==> config.mk <==
export PLATFORM = sky130hd
export DESIGN_NAME = div_share_arbiter
export DESIGN_NICKNAME = d
export VERILOG_FILES = /design/src/rtl/div_share_arbiter_pkg.sv /design/src/rtl/div_share_arbiter_picker.sv /design/src/rtl/div_share_arbiter.sv
export SDC_FILE = /design/constraint.sdc
export NUM_CORES = 1
export LEC_CHECK = 0
export ABC_AREA = 1
export CORE_AREA = 2 2 140 142
export CTS_BUF_LIST = sky130_fd_sc_hd__clkbuf_16
export DETAILED_ROUTE_END_ITERATION = 10
export DIE_AREA = 0 0 142 144
export DONT_BUFFER_PORTS = 1
export GPL_TIMING_DRIVEN = 0
export REMOVE_ABC_BUFFERS = 1
export SETUP_SLACK_MARGIN = 0.2
export SLEW_MARGIN = 0
export SYNTH_ARGS = -nofsm -noshare
export SYNTH_HDL_FRONTEND = slang
export SYNTH_SLANG_ARGS = --single-unit
==> constraint.sdc <==
create_clock -name clk -period 6 [get_ports clk]
set_clock_uncertainty 0.15 [all_clocks]
set_input_delay 1.2 -clock clk [delete_from_list [all_inputs] [get_ports clk]]
set_output_delay 1.2 -clock clk [all_outputs]
set_load 0.1 [all_outputs]
==> src/rtl/div_share_arbiter_pkg.sv <==
// Shared types and helpers for the divider-sharing arbiter.
package div_share_arbiter_pkg;

    typedef enum logic [1:0] {
        IDLE  = 2'd0,
        ISSUE = 2'd1,
        BUSY  = 2'd2
    } div_arb_state_t;

    localparam int DEF_DATA_WIDTH = 32;
    localparam int DEF_CLZ_W      = $clog2(DEF_DATA_WIDTH);

    // Width of a requester index; a single requester still needs one bit.
    function automatic int idx_width(input int n);
        return (n > 1) ? $clog2(n) : 1;
    endfunction

endpackage

==> src/rtl/div_share_arbiter_picker.sv <==
// Round-robin priority picker: first set request at or above ptr, wrapping.
module rr_priority_picker
    import div_share_arbiter_pkg::*;
#(
    parameter int N  = 2,
    parameter int IW = idx_width(N)
) (
    input  logic [N-1:0]  req,
    input  logic [IW-1:0] ptr,
    output logic [N-1:0]  grant_onehot,
    output logic [IW-1:0] grant_idx,
    output logic          any
);

    int            pos;
    logic [IW-1:0] idx;

    // Walk the N positions starting at ptr and keep the first requester seen.
    always_comb begin
        grant_onehot = '0;
        grant_idx    = '0;
        any          = 1'b0;
        pos          = 0;
        idx          = '0;
        for (int off = 0; off < N; off++) begin
            pos = (int'(ptr) + off) % N;
            idx = IW'(pos);
            if (!any && req[idx]) begin
                any               = 1'b1;
                grant_idx         = idx;
                grant_onehot[idx] = 1'b1;
            end
        end
    end

endmodule

==> src/rtl/div_share_arbiter.sv <==
// Shares one multi-cycle unsigned divider between NUM_REQ requesters.
// Round-robin grant, ownership held until the divider's done, result
// routed only to the owner unless the owner flushed meanwhile.
module div_share_arbiter
    import div_share_arbiter_pkg::*;
#(
    parameter int NUM_REQ    = 2,
    parameter int DATA_WIDTH = 32,
    parameter int CLZ_W      = $clog2(DATA_WIDTH)
) (
    input  logic                          clk,
    input  logic                          rst,
    input  logic [NUM_REQ-1:0]            req_valid,
    input  logic [NUM_REQ*DATA_WIDTH-1:0] req_dividend,
    input  logic [NUM_REQ*CLZ_W-1:0]      req_dividend_clz,
    input  logic [NUM_REQ*DATA_WIDTH-1:0] req_divisor,
    input  logic [NUM_REQ*CLZ_W-1:0]      req_divisor_clz,
    input  logic [NUM_REQ-1:0]            req_div_by_zero,
    input  logic [NUM_REQ-1:0]            req_flush,
    output logic [NUM_REQ-1:0]            req_accept,
    output logic [NUM_REQ-1:0]            rsp_done,
    output logic [DATA_WIDTH-1:0]         rsp_quotient,
    output logic [DATA_WIDTH-1:0]         rsp_remainder,
    output logic                          div_start,
    output logic [DATA_WIDTH-1:0]         div_dividend,
    output logic [CLZ_W-1:0]              div_dividend_clz,
    output logic [DATA_WIDTH-1:0]         div_divisor,
    output logic [CLZ_W-1:0]              div_divisor_clz,
    output logic                          div_divisor_is_zero,
    input  logic [DATA_WIDTH-1:0]         div_quotient,
    input  logic [DATA_WIDTH-1:0]         div_remainder,
    input  logic                          div_done
);

    localparam int IW = idx_width(NUM_REQ);

    div_arb_state_t       state;
    logic [IW-1:0]        rr_ptr;
    logic [IW-1:0]        owner;
    logic                 discard;

    logic [NUM_REQ-1:0]   eligible;
    logic [NUM_REQ-1:0]   grant_onehot;
    logic [IW-1:0]        grant_idx;
    logic [IW-1:0]        next_ptr;
    logic                 any;
    logic                 owner_flush;

    logic [DATA_WIDTH-1:0] dvd     [NUM_REQ];
    logic [DATA_WIDTH-1:0] dvs     [NUM_REQ];
    logic [CLZ_W-1:0]      dvd_clz [NUM_REQ];
    logic [CLZ_W-1:0]      dvs_clz [NUM_REQ];

    for (genvar i = 0; i < NUM_REQ; i++) begin : g_unpack
        assign dvd[i]     = req_dividend[i*DATA_WIDTH +: DATA_WIDTH];
        assign dvs[i]     = req_divisor[i*DATA_WIDTH +: DATA_WIDTH];
        assign dvd_clz[i] = req_dividend_clz[i*CLZ_W +: CLZ_W];
        assign dvs_clz[i] = req_divisor_clz[i*CLZ_W +: CLZ_W];
    end

    // A requester flushing this cycle must not be granted this cycle.
    assign eligible    = req_valid & ~req_flush;
    assign owner_flush = req_flush[owner];
    assign next_ptr    = (int'(grant_idx) == NUM_REQ - 1) ? '0 : grant_idx + 1'b1;

    rr_priority_picker #(.N(NUM_REQ), .IW(IW)) u_picker (
        .req          (eligible),
        .ptr          (rr_ptr),
        .grant_onehot (grant_onehot),
        .grant_idx    (grant_idx),
        .any          (any)
    );

    // Accept is combinational so the requester sees it in the grant cycle;
    // held low during reset so every output reads zero while rst is high.
    assign req_accept = (state == IDLE && !rst) ? grant_onehot : '0;

    // Arbitration FSM with registered operand, start and response outputs.
    always_ff @(posedge clk or posedge rst) begin
        if (rst) begin
            state               <= IDLE;
            rr_ptr              <= '0;
            owner               <= '0;
            discard             <= 1'b0;
            div_start           <= 1'b0;
            div_dividend        <= '0;
            div_dividend_clz    <= '0;
            div_divisor         <= '0;
            div_divisor_clz     <= '0;
            div_divisor_is_zero <= 1'b0;
            rsp_done            <= '0;
            rsp_quotient        <= '0;
            rsp_remainder       <= '0;
        end else begin
            div_start <= 1'b0;
            rsp_done  <= '0;
            case (state)
                IDLE: begin
                    if (any) begin
                        div_dividend        <= dvd[grant_idx];
                        div_dividend_clz    <= dvd_clz[grant_idx];
                        div_divisor         <= dvs[grant_idx];
                        div_divisor_clz     <= dvs_clz[grant_idx];
                        div_divisor_is_zero <= req_div_by_zero[grant_idx];
                        owner               <= grant_idx;
                        discard             <= 1'b0;
                        rr_ptr              <= next_ptr;
                        div_start           <= 1'b1;
                        state               <= ISSUE;
                    end
                end
                ISSUE: begin
                    if (owner_flush) discard <= 1'b1;
                    state <= BUSY;
                end
                BUSY: begin
                    if (owner_flush) discard <= 1'b1;
                    if (div_done) begin
                        // A flush landing on the done cycle still kills the response.
                        if (!discard && !owner_flush) begin
                            rsp_done[owner] <= 1'b1;
                            rsp_quotient    <= div_quotient;
                            rsp_remainder   <= div_remainder;
                        end
                        state <= IDLE;
                    end
                end
                default: state <= IDLE;
            endcase
        end
    end

    // A done while issuing means the divider finished something it was never
    // started on. A done in IDLE is tolerated: it follows a mid-op reset.
    a_no_done_in_issue: assert property (@(posedge clk) disable iff (rst)
        !(div_done && state == ISSUE));

endmodule

==> metrics list, run 1 <==
- Layout filler cell count: 1,931
- Met3 Resource Use GR: 0.0632
- CTS root buf: sky130_fd_sc_hd__clkbuf_16
* Final setup fails: 0
- The library cell used most frequently in the layout, excluding fill and tap cells, is sky130_fd_sc_hd__nand3_1.
- For the worst setup path, the data arrival time is 3420 ps.
- Clk pin slew, worst setup/hold paths: 70 ps
- Worst-path fanout max: 65
- Antenna violations before repair: 0
* Die extent in x: 142 um
* Max-capacitance violation count: 0
* Final Hold Viols: 0
* Outcome: finished clean
- Buffers added on ports: 0
* Final routed wire length divided by cell count: 18.7 um
- Count of cells along the worst register-to-register path: 8
- The synthesized netlist occupies a cell area of 6500 um^2.
- Min-Delay Path Depth: 1
- met2 is the most crowded layer.
* HPWL after detailed placement: 12,900 um
- Count of mapped cells out of synthesis: 748
* Total Routed Length: 18,200 um
* Class of the most critical setup path: reg -> out
* Count of standard-cell rows: 51
- Clock tree from TritonCTS: built
* Post-Synthesis Mean Instance Area: 8.69 um^2
- Clock tree synthesis inserted a total of 17 buffers.
* Ant diodes: 0
- Die extent in y: 144 um
- Final nets: 948
- The H-tree generated during clock tree synthesis spans 4 levels.
- Critical Path End Type: output port
- Core area: 19,100 um^2
- The congestion estimate from routability-driven global placement came to 0.744.
* Buffers & Inverters on Critical Path: 3
- For this run, the total global-route usage over all layers was measured as 0.168.
- Starting density of the core: 0.341
- After clock tree synthesis, the setup repair step added 0 buffers.
* Number of global-route vias before repair: 4,786
* Critical Path Start Type: flop
- Launch point of the worst reg-to-reg path: state[0]
- Critical Path Max Stage Delay: 850 ps
* Cell family with the largest share of critical-path delay: simple AND/OR/NAND/NOR gates
- Critical Path, Cell by Cell: inv_1 -> ha_4 -> buf_16 -> inv_2 -> nor2_4 -> nand2_1 -> nor2_2
- Worst-margin pin slew: 1070 ps
* Worst min-delay path startpoint: owner
- Placement Cell Area: 6700 um^2
- Routing usage on met2: 0.272
* Detailed-route DRC error count: 0
- Worst-skew pair later-pin latency: 410 ps
- Number of buffers on the longest clock path: 2
- Internal reg-to-reg setup slack: 3200 ps
* End of the worst hold path: rsp_done[0]
* Number of sinks on the clock net: 147
- The number of gates resized after CTS was 0.
- Unrepaired setup endpoints after global routing: no
- After routing the design area is 7250 um^2.
- Tightest Hold Check Type: reg -> reg
- On the final layout, the worst hold slack is 325 ps.
- Standard cell with the maximum stage delay on the critical path: sky130_fd_sc_hd__nor2_2
* Antenna violation net count after detailed routing: 0
- Share of the clock period used by the worst path: 0.796
* End of the worst register-to-register path: div_divisor[8]
* #FFs+latches synth: 147
- Wire length of the first global-routing pass: 26,500 um
* Number of max-slew violations in the final report: 0
- Worst slew margin relative to its limit: 0.287
* Largest net degree at the start of global routing: 85
- Vias: 5,133
* Fmax: 209 MHz
- Required time worst endpoint: 4650 ps
* DR pass1 iterations: 4
- Total Die Area: 20,400 um^2
* Area added between synthesis and finish: 11.5%
- In the routed layout, each cell is associated on average with a via count of 5.28.
- Hold repair after CTS inserted 0 buffers.
* Min Clock Period, post-route: 4770 ps
- Summed over all layers, the global routing overflow is 0.
* Yosys cell types: 17
- Sequential element share of the synthesized area: 0.566
- For this block, the initial DRC count from the detailed router was 255.
- Commonest cells after routing, fill and taps aside: 230 x sky130_fd_sc_hd__nand3_1, 155 x sky130_fd_sc_hd__nand2_1, 147 x sky130_fd_sc_hd__dfrtp_1
- In the final layout, the share of cells above drive strength 1 is 0.0748.
- The Yosys step of the flow raised 0 warnings.
* Met1 layer usage reported by global route: 0.214
- Top-level port count: 365
## area by class of cell
cell class,instances,area [um^2],area share
Sequential cell,147,3680,0.508
Tap cell,238,298,0.0411
Timing Repair Buffer,10,189,0.0261
Multi-Input combinational cell,470,2240,0.310
Clock inverter,15,120,0.0166
Clock buffer,17,425,0.0587
Inverter,76,290,0.0401
## worst register-to-register path, cell delays in order (launching register included)
cell	delay [ps]
sky130_fd_sc_hd__dfrtp_1	420
sky130_fd_sc_hd__inv_1	160
sky130_fd_sc_hd__ha_4	310
sky130_fd_sc_hd__buf_16	290
sky130_fd_sc_hd__inv_2	90
sky130_fd_sc_hd__nor2_4	700
sky130_fd_sc_hd__buf_12	310
sky130_fd_sc_hd__nand3_1	210
sky130_fd_sc_hd__nand3_1	120
## state kept, by name, indices dropped and copies added (netlist names), 2 cells and up
name              cells
state                 2
rsp_quotient         32
div_divisor          32
div_dividend         32
div_divisor_clz       5
rsp_done              2
div_dividend_clz      5
rsp_remainder        32
## layer usage
layer | vias up | wire [um]
met2 | 266 | 8870
met3 | 12 | 1680
li1 | 2404 | -
met1 | 2451 | 7460
met4 | 0 | 161
met5 | - | 0
## through the flow
step	cells	utilization	TNS [ps]	setup WS [ps]
floorplan	693	-	0	104
global route	973	0.380	0	1010
finish	973	0.380	0	1230
detailed placement	941	0.351	0	1500
global placement	931	0.339	-165380	-1380
CTS	973	0.380	0	1100
## synthesized netlist by cell type (all sizes together)
cell type    n  area share
nand3      231        0.18
nand2      159       0.093
dfrtp      147        0.57
inv         76       0.044
o21ai       66       0.051
buf         55       0.050
ha           5      0.0096
nor2         5      0.0040
nand4        2      0.0019
nor3         2      0.0015
## worst max-delay path by stage
stage / slack (ps) / depth (start not counted) / startpoint / endpoint
2_1_floorplan: 100 / 5 / req_flush[0] / req_accept[0]
3_3_place_gp: -1380 / 6 / state[0] / req_accept[1]
3_5_place_dp: 1500 / 5 / req_flush[0] / req_accept[0]
4_1_cts: 1100 / 7 / state[0] / req_accept[1]
5_1_grt: 1010 / 7 / state[0] / req_accept[1]
6_report: 1230 / 7 / state[0] / req_accept[1]
## cells by family (layout without fill, tap and decap cells)
kind of cell	after synthesis	after routing	share of synthesized area
flops	147	147	0.566
fa+ha+maj	5	5	0.00963
compound gates	66	66	0.0508
simple gates	399	399	0.280
buf+inv	131	118	0.0940
Power of run 1 is not shown: default switching activity piles up to over one toggle a cycle in this logic, so the estimate is an artifact.
==> run 2: changes to the inputs <==
==> constraint.sdc (replaced) <==
create_clock -name clk -period 4.63 [get_ports clk]
set_clock_uncertainty 0.15 [all_clocks]
set_input_delay 0.926 -clock clk [delete_from_list [all_inputs] [get_ports clk]]
set_output_delay 0.926 -clock clk [all_outputs]
set_load 0.1 [all_outputs]
==> metrics list, run 2 (synthesized netlist as in run 1, its figures left out) <==
- Outcome: finished clean
- Unrepaired setup endpoints after global routing: no
- Top-level port count: 365
- Share of the clock period used by the worst path: 0.874
- CTS root buf: sky130_fd_sc_hd__clkbuf_16
* Worst-path fanout max: 65
- Number of buffers on the longest clock path: 2
- The endpoint identified for the worst register-to-register timing path is rsp_remainder[22].
- The count of nets left with antenna violations once routing finished came out at 0.
- Vias: 5,135
- Source of the critical timing path: state[0]
* Max-capacitance violation count: 0
* Launch point of the worst reg-to-reg path: state[0]
- TritonCTS built the clock tree.
- Final routed wire length divided by cell count: 19.2 um
* H-tree Lvls: 4
- After clock tree synthesis, the clock-pin slew on the worst setup and hold paths is 70 ps.
- For this run, the post-layout net count is 949.
- Hold timing on the final database bottoms out at a slack of 296 ps.
* Critical Path AT: 2970 ps
* Class of the most critical setup path: reg -> out
* Internal reg-to-reg setup slack: 1930 ps
- At the end of routability-driven placement, the weighted congestion stood at 0.744.
- Compared with the post-synthesis result, the final layout area differs by 11.7%.
- Entering global routing, the biggest net connects 85 pins.
- The repair_antennas step left the layout with diodes totalling 0.
* Total overflow reported by the global router: 0
- Number of clock buffers inserted by TritonCTS: 17
* Detailed-route DRC error count: 0
- The multi-input combinational cells in the finished layout cover a total of 2260 um^2.
* Min Clock Period, post-route: 4050 ps
* Number of sinks on the clock net: 147
- GRT Total Usage: 0.168
- Vias per Instance: 5.27
* Commonest cells after routing, fill and taps aside: 230 x sky130_fd_sc_hd__nand3_1, 155 x sky130_fd_sc_hd__nand2_1, 147 x sky130_fd_sc_hd__dfrtp_1
* Number of max-slew violations in the final report: 0
- The die is 144 um tall.
- In the final layout, the share of cells above drive strength 1 is 0.0761.
* Commonest non-fill, non-tap cell in the layout: sky130_fd_sc_hd__nand3_1
- Register area: 3680 um^2
- Port buffering added 0 buffers.
* Die extent in x: 142 um
- Total Die Area: 20,400 um^2
- Starting density of the core: 0.341
- Final setup fails: 0
* Critical Path Start Type: flop
* Critical Path End: req_accept[1]
* Tightest Hold Check Type: in -> async
- Post-CTS timing repair inserted 0 buffers for setup.
- Based on the critical path, the design can be clocked at up to 247 MHz.
- Number of global-route vias before repair: 4,791
- Counting cells, the worst reg-to-reg path comes to 10.
- Antenna violations before repair: 0
- Count of standard-cell rows: 51
- For the worst-skew pair, the clock arrives at the later sink with an insertion delay of 410 ps.
- At the worst endpoint, the required time is 3550 ps.
- Number of hold-repair buffers added at the cts stage: 0
* Layout filler cell count: 1,934
- Critical Path End Type: output port
- Core area: 19,100 um^2
- The count of endpoints failing hold in the final timing report was 0.
* Wire length of the first global-routing pass: 26,600 um
- Worst slew margin relative to its limit: 0.287
* HPWL after detailed placement: 12,900 um
- The detailed router finished its first iteration with 285 violations.
- For the pin with the worst max-slew slack, the measured transition is 1070 ps.
- The first detailed-routing pass ran for 4 iterations.
- Total Routed Length: 18,700 um
[run 2: critical path, cell delays in order (launching register included)]
cell and delay (ps):
sky130_fd_sc_hd__dfrtp_1 420, sky130_fd_sc_hd__inv_1 160, sky130_fd_sc_hd__ha_4 310, sky130_fd_sc_hd__buf_16 290, sky130_fd_sc_hd__inv_2 130, sky130_fd_sc_hd__nor2_4 500, sky130_fd_sc_hd__nand2_1 210, sky130_fd_sc_hd__nor2_4 530
[run 2: per-layer routing]
metal	vias up	track usage	share of wire
met1	2461	0.214	0.41
met5	-	0	0
met4	0	0.0374	0.0087
met2	251	0.273	0.49
met3	12	0.0632	0.088
li1	2411	-	-
[run 2: final cells by class]
class	count	share of cell area
Clock buffer	17	0.0586
Clock inverter	15	0.0166
Inverter	76	0.0400
Multi-Input combinational cell	471	0.311
Sequential cell	147	0.507
Tap cell	238	0.0410
Timing Repair Buffer	10	0.0260
[run 2: worst min-delay path by stage]
stage / cells after the start / endpoint / startpoint / slack (ps)
2_1_floorplan: 2 / discard / discard / 290
3_3_place_gp: 2 / discard / discard / 320
3_5_place_dp: 1 / rsp_done[0] / owner / 310
4_1_cts: 1 / rr_ptr / rst / 310
5_1_grt: 1 / discard / rst / 320
6_report: 1 / rr_ptr / rst / 300
[run 2: timing repair]
| action | 4_1_cts | 5_1_grt |
|---|---|---|
| endpoints found under the hold margin | 0 | 0 |
| endpoints found under the setup margin | 1 | 1 |
| resized for setup | 1 | 0 |
| pin swaps | 0 | 1 |
| gates cloned | 0 | 1 |
[run 2: stage by stage]
stage                     TNS [ps]  utilization  setup slack, ps  area, um^2  std cells
final                            0        0.380              583        7260        974
after detailed placement         0        0.351              485        6700        941
after global routing             0        0.380              400        7260        974
after global placement     -461260        0.339            -2480        6470        931
after floorplan             -65380            -             -808        6170        693
after CTS                        0        0.380              272        7250        973
Power of run 2 is left out for the same reason.
